[src/rtl/control_towerplacer.sv]
// ---------------------------------------------------------------------------
// control_towerplacer
//
// Control FSM for the tower-placement screen. It walks a cursor square over
// a GRID_COLS x GRID_ROWS board, erases/redraws the cursor square as it moves
// and draws towers on request. All drawing work is done by an external
// datapath; this block only sequences it and waits on its feedback.
//
// Ports
//   clk, resetn            clock, asynchronous active-low reset
//   key_right/down/place   user requests (synchronised, level); edge detected
//   enable                 placement mode; key edges are ignored when low
//   square_done            cursor square finished drawing
//   erase_square_done      cursor square finished erasing
//   tower_done             tower finished drawing
//   valid                  datapath accepted the cursor move
//   top_left .. erase_square_tower
//                          one-hot (or none) datapath controls, Moore decodes
//   busy                   high whenever the FSM is not idle
//   occupied               cell under the cursor already holds a tower
//   tower_count            towers placed since reset (saturates at MAX_TOWERS)
//   place_reject           one-cycle pulse when a placement is refused
// ---------------------------------------------------------------------------
module control_towerplacer #(
  parameter int GRID_COLS  = 8,
  parameter int GRID_ROWS  = 6,
  parameter int MAX_TOWERS = 16
) (
  input  logic       clk,
  input  logic       resetn,
  input  logic       key_right,
  input  logic       key_down,
  input  logic       key_place,
  input  logic       enable,
  input  logic       square_done,
  input  logic       erase_square_done,
  input  logic       tower_done,
  input  logic       valid,
  output logic       top_left,
  output logic       draw_square,
  output logic       move_right,
  output logic       move_down,
  output logic       move_right_wait,
  output logic       move_down_wait,
  output logic       draw_tower,
  output logic       erase_square_right,
  output logic       erase_square_down,
  output logic       erase_square_tower,
  output logic       busy,
  output logic       occupied,
  output logic [4:0] tower_count,
  output logic       place_reject
);

  localparam int CELLS = GRID_COLS * GRID_ROWS;
  localparam int CW    = (GRID_COLS > 1) ? $clog2(GRID_COLS) : 1;
  localparam int RW    = (GRID_ROWS > 1) ? $clog2(GRID_ROWS) : 1;
  localparam int IW    = (CELLS > 1) ? $clog2(CELLS) : 1;

  localparam logic [CW-1:0] COL_LAST = CW'(GRID_COLS - 1);
  localparam logic [RW-1:0] ROW_LAST = RW'(GRID_ROWS - 1);
  localparam logic [4:0]    MAX_CNT  = 5'(MAX_TOWERS);

  typedef enum logic [3:0] {
    S_TOP_LEFT,
    S_DRAW_SQ,
    S_IDLE,
    S_ERASE_R,
    S_MOVE_R,
    S_MOVE_R_WAIT,
    S_ERASE_D,
    S_MOVE_D,
    S_MOVE_D_WAIT,
    S_ERASE_T,
    S_DRAW_T
  } state_t;

  state_t            state;
  logic              hold_q;    // 1 from the second cycle of a state onward
  logic [CW-1:0]     col;
  logic [RW-1:0]     row;
  logic [CELLS-1:0]  bitmap;
  logic [2:0]        key_q;     // {place, down, right} history
  logic [2:0]        key_edge;
  logic [IW-1:0]     cell_idx;
  logic              place_ok;

  assign key_edge = {key_place, key_down, key_right} & ~key_q;
  assign cell_idx = IW'(row) * IW'(GRID_COLS) + IW'(col);
  assign occupied = bitmap[cell_idx];
  assign place_ok = !occupied && (tower_count < MAX_CNT);

  // Moore decodes of the state register
  assign top_left           = (state == S_TOP_LEFT);
  assign draw_square        = (state == S_DRAW_SQ);
  assign erase_square_right = (state == S_ERASE_R);
  assign erase_square_down  = (state == S_ERASE_D);
  assign erase_square_tower = (state == S_ERASE_T);
  assign move_right         = (state == S_MOVE_R);
  assign move_down          = (state == S_MOVE_D);
  assign move_right_wait    = (state == S_MOVE_R_WAIT);
  assign move_down_wait     = (state == S_MOVE_D_WAIT);
  assign draw_tower         = (state == S_DRAW_T);
  assign busy               = (state != S_IDLE);

  // hold_q defaults to 1 and is cleared on every transition, so a done input
  // can only end a drawing state from its second cycle onward.
  always_ff @(posedge clk or negedge resetn) begin
    if (!resetn) begin
      state        <= S_TOP_LEFT;
      hold_q       <= 1'b0;
      col          <= '0;
      row          <= '0;
      bitmap       <= '0;
      tower_count  <= '0;
      place_reject <= 1'b0;
      key_q        <= '0;
    end else begin
      key_q        <= {key_place, key_down, key_right};
      place_reject <= 1'b0;
      hold_q       <= 1'b1;
      case (state)
        S_TOP_LEFT: begin
          state  <= S_DRAW_SQ;
          hold_q <= 1'b0;
        end
        S_DRAW_SQ: begin
          if (hold_q && square_done) begin
            state  <= S_IDLE;
            hold_q <= 1'b0;
          end
        end
        S_IDLE: begin
          // Priority place > right > down; losing edges are simply consumed.
          if (enable) begin
            if (key_edge[2]) begin
              if (place_ok) begin
                state  <= S_ERASE_T;
                hold_q <= 1'b0;
              end else begin
                place_reject <= 1'b1;
              end
            end else if (key_edge[0]) begin
              state  <= S_ERASE_R;
              hold_q <= 1'b0;
            end else if (key_edge[1]) begin
              state  <= S_ERASE_D;
              hold_q <= 1'b0;
            end
          end
        end
        S_ERASE_R: begin
          if (hold_q && erase_square_done) begin
            state  <= S_MOVE_R;
            hold_q <= 1'b0;
          end
        end
        S_MOVE_R: begin
          if (valid) begin
            state  <= S_MOVE_R_WAIT;
            hold_q <= 1'b0;
            col    <= (col == COL_LAST) ? '0 : col + 1'b1;
          end
        end
        S_MOVE_R_WAIT: begin
          state  <= S_DRAW_SQ;
          hold_q <= 1'b0;
        end
        S_ERASE_D: begin
          if (hold_q && erase_square_done) begin
            state  <= S_MOVE_D;
            hold_q <= 1'b0;
          end
        end
        S_MOVE_D: begin
          if (valid) begin
            state  <= S_MOVE_D_WAIT;
            hold_q <= 1'b0;
            row    <= (row == ROW_LAST) ? '0 : row + 1'b1;
          end
        end
        S_MOVE_D_WAIT: begin
          state  <= S_DRAW_SQ;
          hold_q <= 1'b0;
        end
        S_ERASE_T: begin
          if (hold_q && erase_square_done) begin
            state  <= S_DRAW_T;
            hold_q <= 1'b0;
          end
        end
        S_DRAW_T: begin
          if (hold_q && tower_done) begin
            state            <= S_DRAW_SQ;
            hold_q           <= 1'b0;
            bitmap[cell_idx] <= 1'b1;
            if (tower_count < MAX_CNT) tower_count <= tower_count + 5'd1;
          end
        end
        default: begin
          state  <= S_TOP_LEFT;
          hold_q <= 1'b0;
        end
      endcase
    end
  end

endmodule

[config.mk]
export PLATFORM = sky130hd
export DESIGN_NAME = control_towerplacer
export DESIGN_NICKNAME = d
export VERILOG_FILES = /design/src/rtl/control_towerplacer.sv
export SDC_FILE = /design/constraint.sdc
export NUM_CORES = 1
export LEC_CHECK = 0
export CAP_MARGIN = 20
export CORE_UTILIZATION = 50
export CTS_CLUSTER_DIAMETER = 60
export DETAILED_ROUTE_END_ITERATION = 16
export PLACE_DENSITY_LB_ADDON = 0.12
export SYNTH_ARGS = -nofsm -noshare
export SYNTH_HDL_FRONTEND = slang
export SYNTH_SLANG_ARGS = --single-unit
[constraint.sdc]
create_clock -name clk -period 8.14 [get_ports clk]
set_clock_uncertainty 0.05 [all_clocks]
set_input_delay 1.628 -clock clk [delete_from_list [all_inputs] [get_ports clk]]
set_output_delay 1.628 -clock clk [all_outputs]
set_load 0.05 [all_outputs]
==> results.toml <==
[outcome]
status = "finished clean"

[worst_setup_path]
crit_family = "buffers and inverters"
critPathRequiredTime_ns = 6.46
r2r_start = "col[1]$_DFFE_PN0P_"
max_stage_delay_ns = 1.01
arrival_ns = 3.68
crit_slowest_cell = "dfrtp_1"
rrSetupSlack_ns = 4.65
critPathLaunch = "col[0]$_DFFE_PN0P_"
worstSetupEndpointType = "output port"
critical_path_buf_inv_count = 2
worstPathCellList = "inv_1 -> a21oi_1 -> a211oi_1 -> or4b_2 -> o21ai_0 -> clkdlybuf4s50_1"
critPathKind = "flop to output port"
worstPathMaxFanout = 28
setup.worst_path.start_class = "flop"

[clock_network]
cts_tree = "yes"
clk_pin_slew_ns = 0.07
cts_max_level = 3
postCtsSetupBuffers = 0
cts_buffers = 9
cts.sinks = 68
hold_buffers = 0
cts_buffer_depth = 2
clock_latency_ns = 0.35
cts_resized = 0
cts-root-buf = "clkbuf_8"

[logic_synthesis]
avgSynthCellArea_um2 = 10.87
synth_edf_count = 0
ys.flop_type = "dfrtp_1"
async_reset_ff_share_pct = 100.0
syn_inst = 307
ys_ff_latch = 68
ys_seq_area_share_pct = 51.01
synth_cell_types = 52
syn_nets = 320
synth_area_um2 = 3336
ys_warn_count = 0

[sta]
setup_violations = 0
holdWs_ns = 0.4020
period_needed_ns = 5.357
fin_crit_sh_pct = 65.81
maxSlewViolCount = 0
finalSetupTns_ns = 0
relSlewSlack_pct = 29.43
rsz0062_at_grt = "false"
hold_viol_final = 0
worst_pin_slew_ns = 1.059
fmax_mhz = 186.7

[placed_design]
dp_hpwl_um = 4912
gp_congestion = 0.7998
numPortBuffers = 27

[floorplan]
dieArea_um2 = 7002
row_count = 29
core_um2 = 6386
ios = 28
initial_utilization_pct = 52.23
die_h_um = 83.68
fp.dieW_um = 83.68

[routing]
wl_um = 7169
vias = 2462
drc = 0
routed_via_density = 5.961
firstDrtPassIters = 4
drtIter0Drc = 160
drtAntennaViolNets = 0
wl_per_cell_um = 17.36

[power_and_ir_drop]
p_leak_nw = 1.917
power_density_nw_per_um2 = 298.6
peakVddDrop_uv = 238.8

[min_path]
hold_class = "flop to flop"
hp-start = "bitmap[22]$_DFFE_PN0P_"

[grt]
antenna_found_initial = 0
overflow = 0
gr-usage-all-layers_pct = 22.20
grt_pass1_vias = 2396
grt_pass1_wl_um = 12060
grt_max_degree = 69

[layout]
drive_above_1_share_pct = 10.42
nNetsFinal = 344
syn2layout_area_growth_pct = 15.42
n_antenna_cell = 0

[run]
cap_viol_max_count = 0
## path summary, 6_finish.rpt
| check | end | depth (start not counted) |
|---|---|---|
| worst max-delay path | occupied | 6 |
| worst min-delay path | bitmap[22]$_DFFE_PN0P_ | 1 |
| worst max register to register | state[2]$_DFFE_PN0P_ | 6 |
| worst min register to register | bitmap[22]$_DFFE_PN0P_ | 1 |
| max in group asynchronous | state[1]$_DFFE_PN0P_ | 2 |
| min in group asynchronous | tower_count[2]$_DFFE_PN0P_ | 2 |
## cells by family (layout without fill, tap and decap cells)
| kind of cell | Yosys count | after routing | synth area share, % |
|---|---|---|---|
| mux | 20 | 20 | 8.290 |
| fa+ha+maj | 3 | 3 | 1.125 |
| simple gates | 98 | 98 | 15.49 |
| flops | 68 | 68 | 51.01 |
| xor+xnor | 4 | 4 | 1.050 |
| compound gates | 93 | 93 | 20.59 |
| buf+inv | 21 | 50 | 2.438 |
## cells in the final DEF, fill, tap and decap left out, types with 5 or more instances in the layout
cell type	Yosys	layout
dfrtp_1	68	68
mux2_2	10	10
nand2b_1	10	10
nor3_1	11	11
nand3b_1	5	5
nand2_1	19	19
clkdlybuf4s50_1	0	26
o21bai_1	25	25
nand3_1	9	9
mux4_2	5	5
clkbuf_8	0	11
a21o_1	26	26
nor2_1	21	21
o21ai_0	7	7
a21oi_1	7	7
## synthesized netlist by cell type (all sizes together) (3+ instances only)
master | number | area share (%)
buf | 4 | 0.53
mux4 | 5 | 3.4
nand2 | 19 | 2.1
a21oi | 7 | 1.1
nor2 | 21 | 2.4
o21ai | 7 | 1.1
a21o | 26 | 5.9
inv | 4 | 0.45
nand3 | 9 | 1.4
xnor2 | 3 | 0.79
mux2 | 11 | 3.7
a211oi | 3 | 0.68
nand3b | 5 | 1.1
nor3 | 11 | 1.7
a32o | 3 | 0.90
nor2b | 3 | 0.56
and3 | 3 | 0.56
a21boi | 3 | 0.68
dfrtp | 68 | 51
clkbuf | 13 | 1.5
ha | 3 | 1.1
mux2i | 4 | 1.2
o21bai | 25 | 5.6
and2 | 3 | 0.56
nand2b | 10 | 1.9
## report_power, final
part / internal, mW / switching [mW] / leakage, nW
combinational: 0.163 / 0.229 / 0.890
clock: 0.159 / 0.120 / 0.0979
sequential: 0.371 / 0.107 / 0.929
## final cells by class
cell class | instances | area (um2)
multi-input combinational | 218 | 1553
clock inverter | 1 | 30.03
fill | 535 | 2536
inverter | 4 | 15.01
timing repair buffer | 30 | 287.8
clock buffer | 15 | 166.4
tap | 77 | 96.34
sequential | 68 | 1702
## worst register-to-register path, stage by stage, from the launching register on
cell,delay [ns]
dfrtp_1,1.04
mux2_1,0.41
mux4_2,0.51
o211a_1,0.22
a221o_1,0.27
or4_4,0.54
o32a_1,0.34
## layer usage
metal / GRT usage [%] / share of wire (%) / vias to the layer above
met5: 0 / 0 / -
met4: 10.48 / 2.2 / 0
met3: 4.550 / 3.7 / 16
met2: 32.67 / 45 / 63
met1: 31.61 / 49 / 1212
li1: - / - / 1171
## sequential cells by signal, indices dropped and copies added, names as in the netlist
name          count
place_reject      1
row               3
bitmap           48
state             4
col               3
tower_count       5
key_q             3
hold_q            1
## stage by stage
| step | power (mW) | area [um2] | setup slack [ns] | util [%] | instances |
|---|---|---|---|---|---|
| final | 1.150 | 3850 | 2.783 | 60.29 | 413 |
| after global routing | 1.216 | 3850 | 2.484 | 60.29 | 413 |
| after CTS | 1.155 | 3850 | 2.764 | 60.29 | 413 |
| after detailed placement | 0.8760 | 3654 | 3.156 | 57.21 | 397 |
| after global placement | 0.8690 | 3654 | 3.252 | 57.21 | 397 |
| after floorplan | 0.7601 | 3336 | 3.871 | - | 307 |
(Power assumes the default switching activity.)
==> RTL change 1: new RTL, same settings <==
The 11 states of `state_t` get a one-hot encoding in 11 bits.
--- a/src/rtl/control_towerplacer.sv
+++ b/src/rtl/control_towerplacer.sv
@@ -61,18 +61,18 @@
   localparam logic [RW-1:0] ROW_LAST = RW'(GRID_ROWS - 1);
   localparam logic [4:0]    MAX_CNT  = 5'(MAX_TOWERS);
 
-  typedef enum logic [3:0] {
-    S_TOP_LEFT,
-    S_DRAW_SQ,
-    S_IDLE,
-    S_ERASE_R,
-    S_MOVE_R,
-    S_MOVE_R_WAIT,
-    S_ERASE_D,
-    S_MOVE_D,
-    S_MOVE_D_WAIT,
-    S_ERASE_T,
-    S_DRAW_T
+  typedef enum logic [10:0] {
+    S_TOP_LEFT    = 11'b00000000001,
+    S_DRAW_SQ     = 11'b00000000010,
+    S_IDLE        = 11'b00000000100,
+    S_ERASE_R     = 11'b00000001000,
+    S_MOVE_R      = 11'b00000010000,
+    S_MOVE_R_WAIT = 11'b00000100000,
+    S_ERASE_D     = 11'b00001000000,
+    S_MOVE_D      = 11'b00010000000,
+    S_MOVE_D_WAIT = 11'b00100000000,
+    S_ERASE_T     = 11'b01000000000,
+    S_DRAW_T      = 11'b10000000000
   } state_t;
 
   state_t            state;
Formal check against the unedited RTL: no difference found for any inputs over 10 cycles, from zero or initial values and one cycle with resetn low; not proved beyond that.
==> RTL change 1 against the unedited design <==
Core utilization shrank 0.76 points; sequential cell count grew 7; cell area grew 6.2%; wire length grew 9.4%; maximum frequency grew 5.0%; worst setup slack gained 260 ps; synthesized area grew 8.1%.
Power is not compared: it rests on default switching activity, and its combinational part moved more than twofold at a synthesized area within 25%.
==> RTL change 1: results (changes against the unedited design) <==
stage	metric	value	unit	change
status	outcome	finished clean		unchanged
final_layout	Largest regs	bitmap x48, state x11, tower_count x5		was bitmap x48, tower_count x5, state x4
global_route	met1 Resource Use GR	35.6	%	was 31.6%
worst_hold_path	Hold Path Sink	bitmap[32]		was bitmap[22]
global_route	GR Layer Usage met3	5.12	%	was 4.55%
synthesis	multiplexer share of the synthesized area	5.52	%	was 8.29%
routing	metal2 WL	3490	um	was 3210 um
routing	overall routed net length	7840	um	was 7170 um
synthesis	Synth area leaders	dfrtp_1 (51%), a21o_1 (9.0%), a41o_1 (2.5%)		was dfrtp_1 (51%), a21o_1 (5.9%), o21bai_1 (5.6%)
routing	post-detailed-route via-to-cell ratio	5.80		was 5.96
setup_path	r2r setup slk	4950	ps	was 4650 ps
sta	worst slew pin tran	1090	ps	was 1060 ps
synthesis	Syn Nets	331		was 320
routing	DR pass1 iterations	5		was 4
synthesis	mean post-synth cell area	11.3	um^2	was 10.9 um^2
synthesis	Synth Area in XOR/XNOR	1.46	%	was 1.05%
routing	DRT met1 WL	3840	um	was 3540 um
synthesis	Synth Area in Compound Gates	20.5	%	was 20.6%
global_route	GR Util met2	32.9	%	was 32.7%
global_route	global-route wire length before repair	13100	um	was 12100 um
synthesis	Synth cell types	65		was 52
setup_path	cell family with most CP delay	flip-flops		was buffers and inverters
synthesis	post-synthesis sequential area ratio	52.1	%	was 51.0%
placement	DP Wirelength	5360	um	was 4910 um
placement	placed insts	428		was 397
final_layout	# nets final	357		was 344
global_route	largest net degree at the start of global routing	76		was 69
worst_hold_path	worst hold start	bitmap[32]		was bitmap[22]
final_layout	layout cells sized above 1	10.4	%	about the same
setup_path	Worst R2R Path Depth	7		was 6
synthesis	Synth top cells by count	dfrtp_1 (74), a21o_1 (43), nand2_1 (23)		was dfrtp_1 (68), a21o_1 (26), o21bai_1 (25)
==> RTL change 1: cell types whose count changed after synthesis, sizes merged, moves of 4 or more <==
cell / change
mux2i: +5
a41o: +8
nand2: +5
mux4: -4
clkbuf: -9
a21o: +17
dfrtp: +6
inv: +4
o21bai: -24
mux2: -4
buf: +5
==> RTL change 1: per-stage QoR <==
step / power (uW) / util (%) / hold slack (ps) / area [um^2] / setup slack, ps
6_report: 841 / 59.5 / 398 / 4090 / 3040
5_1_grt: 882 / 59.5 / 414 / 4090 / 2840
4_1_cts: 848 / 59.5 / 403 / 4080 / 3020
3_5_place_dp: 602 / 57.1 / 386 / 3930 / 3400
3_3_place_gp: 600 / 57.1 / 384 / 3930 / 3450
2_1_floorplan: 547 / - / 369 / 3600 / 3800
==> RTL change 1: area by class of cell <==
type	count	area, um^2
Timing Repair Buffer	28	273
Inverter	9	33.8
Tap cell	96	120
Fill cell	590	2780
Clock inverter	2	13.8
Clock buffer	12	145
Multi-Input combinational cell	221	1630
Sequential cell	75	1880
==> RTL change 2: new RTL, config.mk and constraints unchanged <==
Made on the original files. `MAX_TOWERS`: 16 -> 8.
--- a/src/rtl/control_towerplacer.sv
+++ b/src/rtl/control_towerplacer.sv
@@ -24,7 +24,7 @@
 module control_towerplacer #(
   parameter int GRID_COLS  = 8,
   parameter int GRID_ROWS  = 6,
-  parameter int MAX_TOWERS = 16
+  parameter int MAX_TOWERS = 8
 ) (
   input  logic       clk,
   input  logic       resetn,
Formal check against the unedited RTL: same outputs for any inputs over 10 cycles, from zero or initial values and one cycle with resetn low; that may be too few to reach the edited logic, so the function may still have changed.
==> RTL change 2 against the unedited design <==
The flow now finishes with violations (design-rule violations); hold slack got worse by 13 ps; cell area rose by 0.13%; sequential cell count did not move; total power rose by 9.7%; synthesized area rose by 0.56%; worst setup slack improved by 150 ps; wire length rose by 1.2%.
==> RTL change 2: results (changes against the unedited design) <==
stage	metric	value	unit	change
power_and_ir_drop	Seq pwr share	39.1	%	was 41.6%
status	violated checks	design-rule violations		
synthesis	Synth Area in Compound Gates	19.5	%	was 20.6%
power_and_ir_drop	P_seq	493	uW	was 478 uW
global_route	GR Util All Layers	22.7	%	was 22.2%
synthesis	Synth top cells by count	dfrtp_1 (68), a21o_1 (25), o21bai_1 (24)		was dfrtp_1 (68), a21o_1 (26), o21bai_1 (25)
setup_path	CP max stage cell	dfrtp_1		unchanged
placement	placed insts	382		was 397
final_layout	layout cells sized above 1	10.0	%	was 10.4%
global_route	number of global-route vias before repair	2276		was 2396
power_and_ir_drop	net switching power	515	uW	was 457 uW
power_and_ir_drop	Max VDD drop	0.151	mV	was 0.239 mV
setup_path	crit path max fanout	31		was 28
setup_path	Worst EP arrival	3530	ps	was 3680 ps
placement	placed inst area	3640	um^2	was 3650 um^2
final_layout	Post-Layout Cell Count	397		was 413
power_and_ir_drop	Gate power share	37.0	%	was 34.1%
placement	post-place setup slack	3340	ps	was 3160 ps
final_layout	Layout fillers	514		was 535
routing	# DRC	2		was 0
setup_path	r2r setup slk	5280	ps	was 4650 ps
sta	hold slack	389	ps	was 402 ps
status	outcome	finished, violations left		was finished clean
routing	post-detailed-route via-to-cell ratio	5.94		was 5.96
synthesis	mean post-synth cell area	11.4	um^2	was 10.9 um^2
power_and_ir_drop	LEAKAGE	0.00192	uW	about the same
global_route	largest net degree at the start of global routing	69		unchanged
routing	DR pass1 iterations	11		was 4
synthesis	Synth Area in XOR/XNOR	0.783	%	was 1.05%
setup_path	cell family with most CP delay	flip-flops		was buffers and inverters
final_layout	# nets final	329		was 344
sta	fin crit period	5210	ps	was 5360 ps
synthesis	Async SR Flop Fraction	100	%	unchanged
placement	Routability Congestion	0.822		was 0.800
synthesis	area share of fa/ha/maj cells after synthesis	1.12	%	was 1.13%
routing	wire per inst	18.3	um	was 17.4 um
synthesis	Synth area leaders	dfrtp_1 (51%), a21o_1 (5.6%), o21bai_1 (5.4%)		was dfrtp_1 (51%), a21o_1 (5.9%), o21bai_1 (5.6%)
synthesis	post-synthesis sequential area ratio	50.7	%	was 51.0%
synthesis	multiplexer share of the synthesized area	8.88	%	was 8.29%
setup_path	critical path's largest stage delay	1040	ps	was 1010 ps
synthesis	Syn Nets	308		was 320
worst_hold_path	Hold Crit Depth	0		was 1
sta	Worst slew margin	29.3	%	was 29.4%
routing	DRT iter0 DRCs	191		was 160
clock_network	TritonCTS buffer count	9		unchanged
global_route	global-route wire length before repair	12100	um	about the same
synthesis	Synth cell types	58		was 52
-- RTL change 2: layout make-up --
class	count	area [um^2]	area share [%]
timing repair buffer	29	280	7.27
inverter	7	26.3	0.682
tap	77	96.3	2.50
clock inverter	6	90.1	2.34
multi-input combinational	201	1540	39.9
sequential	68	1700	44.1
clock buffer	9	124	3.21
-- RTL change 2: path summary, 6_finish.rpt --
| kind | startpoint | endpoint |
|---|---|---|
| max | col[0] | occupied |
| min | tower_count[4] | tower_count[4] |
| max reg2reg | col[0] | state[0] |
| min reg2reg | tower_count[4] | tower_count[4] |
| max in group asynchronous | resetn | bitmap[28] |
| min in group asynchronous | resetn | state[3] |
-- RTL change 2: metal layers --
layer / vias up / routed length [um] / track usage, % / share of wire, %
met5: - / 0 / 0 / 0
met4: 0 / 132 / 10.0 / 1.8
met3: 13 / 291 / 5.24 / 4.0
met2: 46 / 3170 / 31.6 / 44
met1: 1168 / 3660 / 33.8 / 50
li1: 1132 / - / - / -
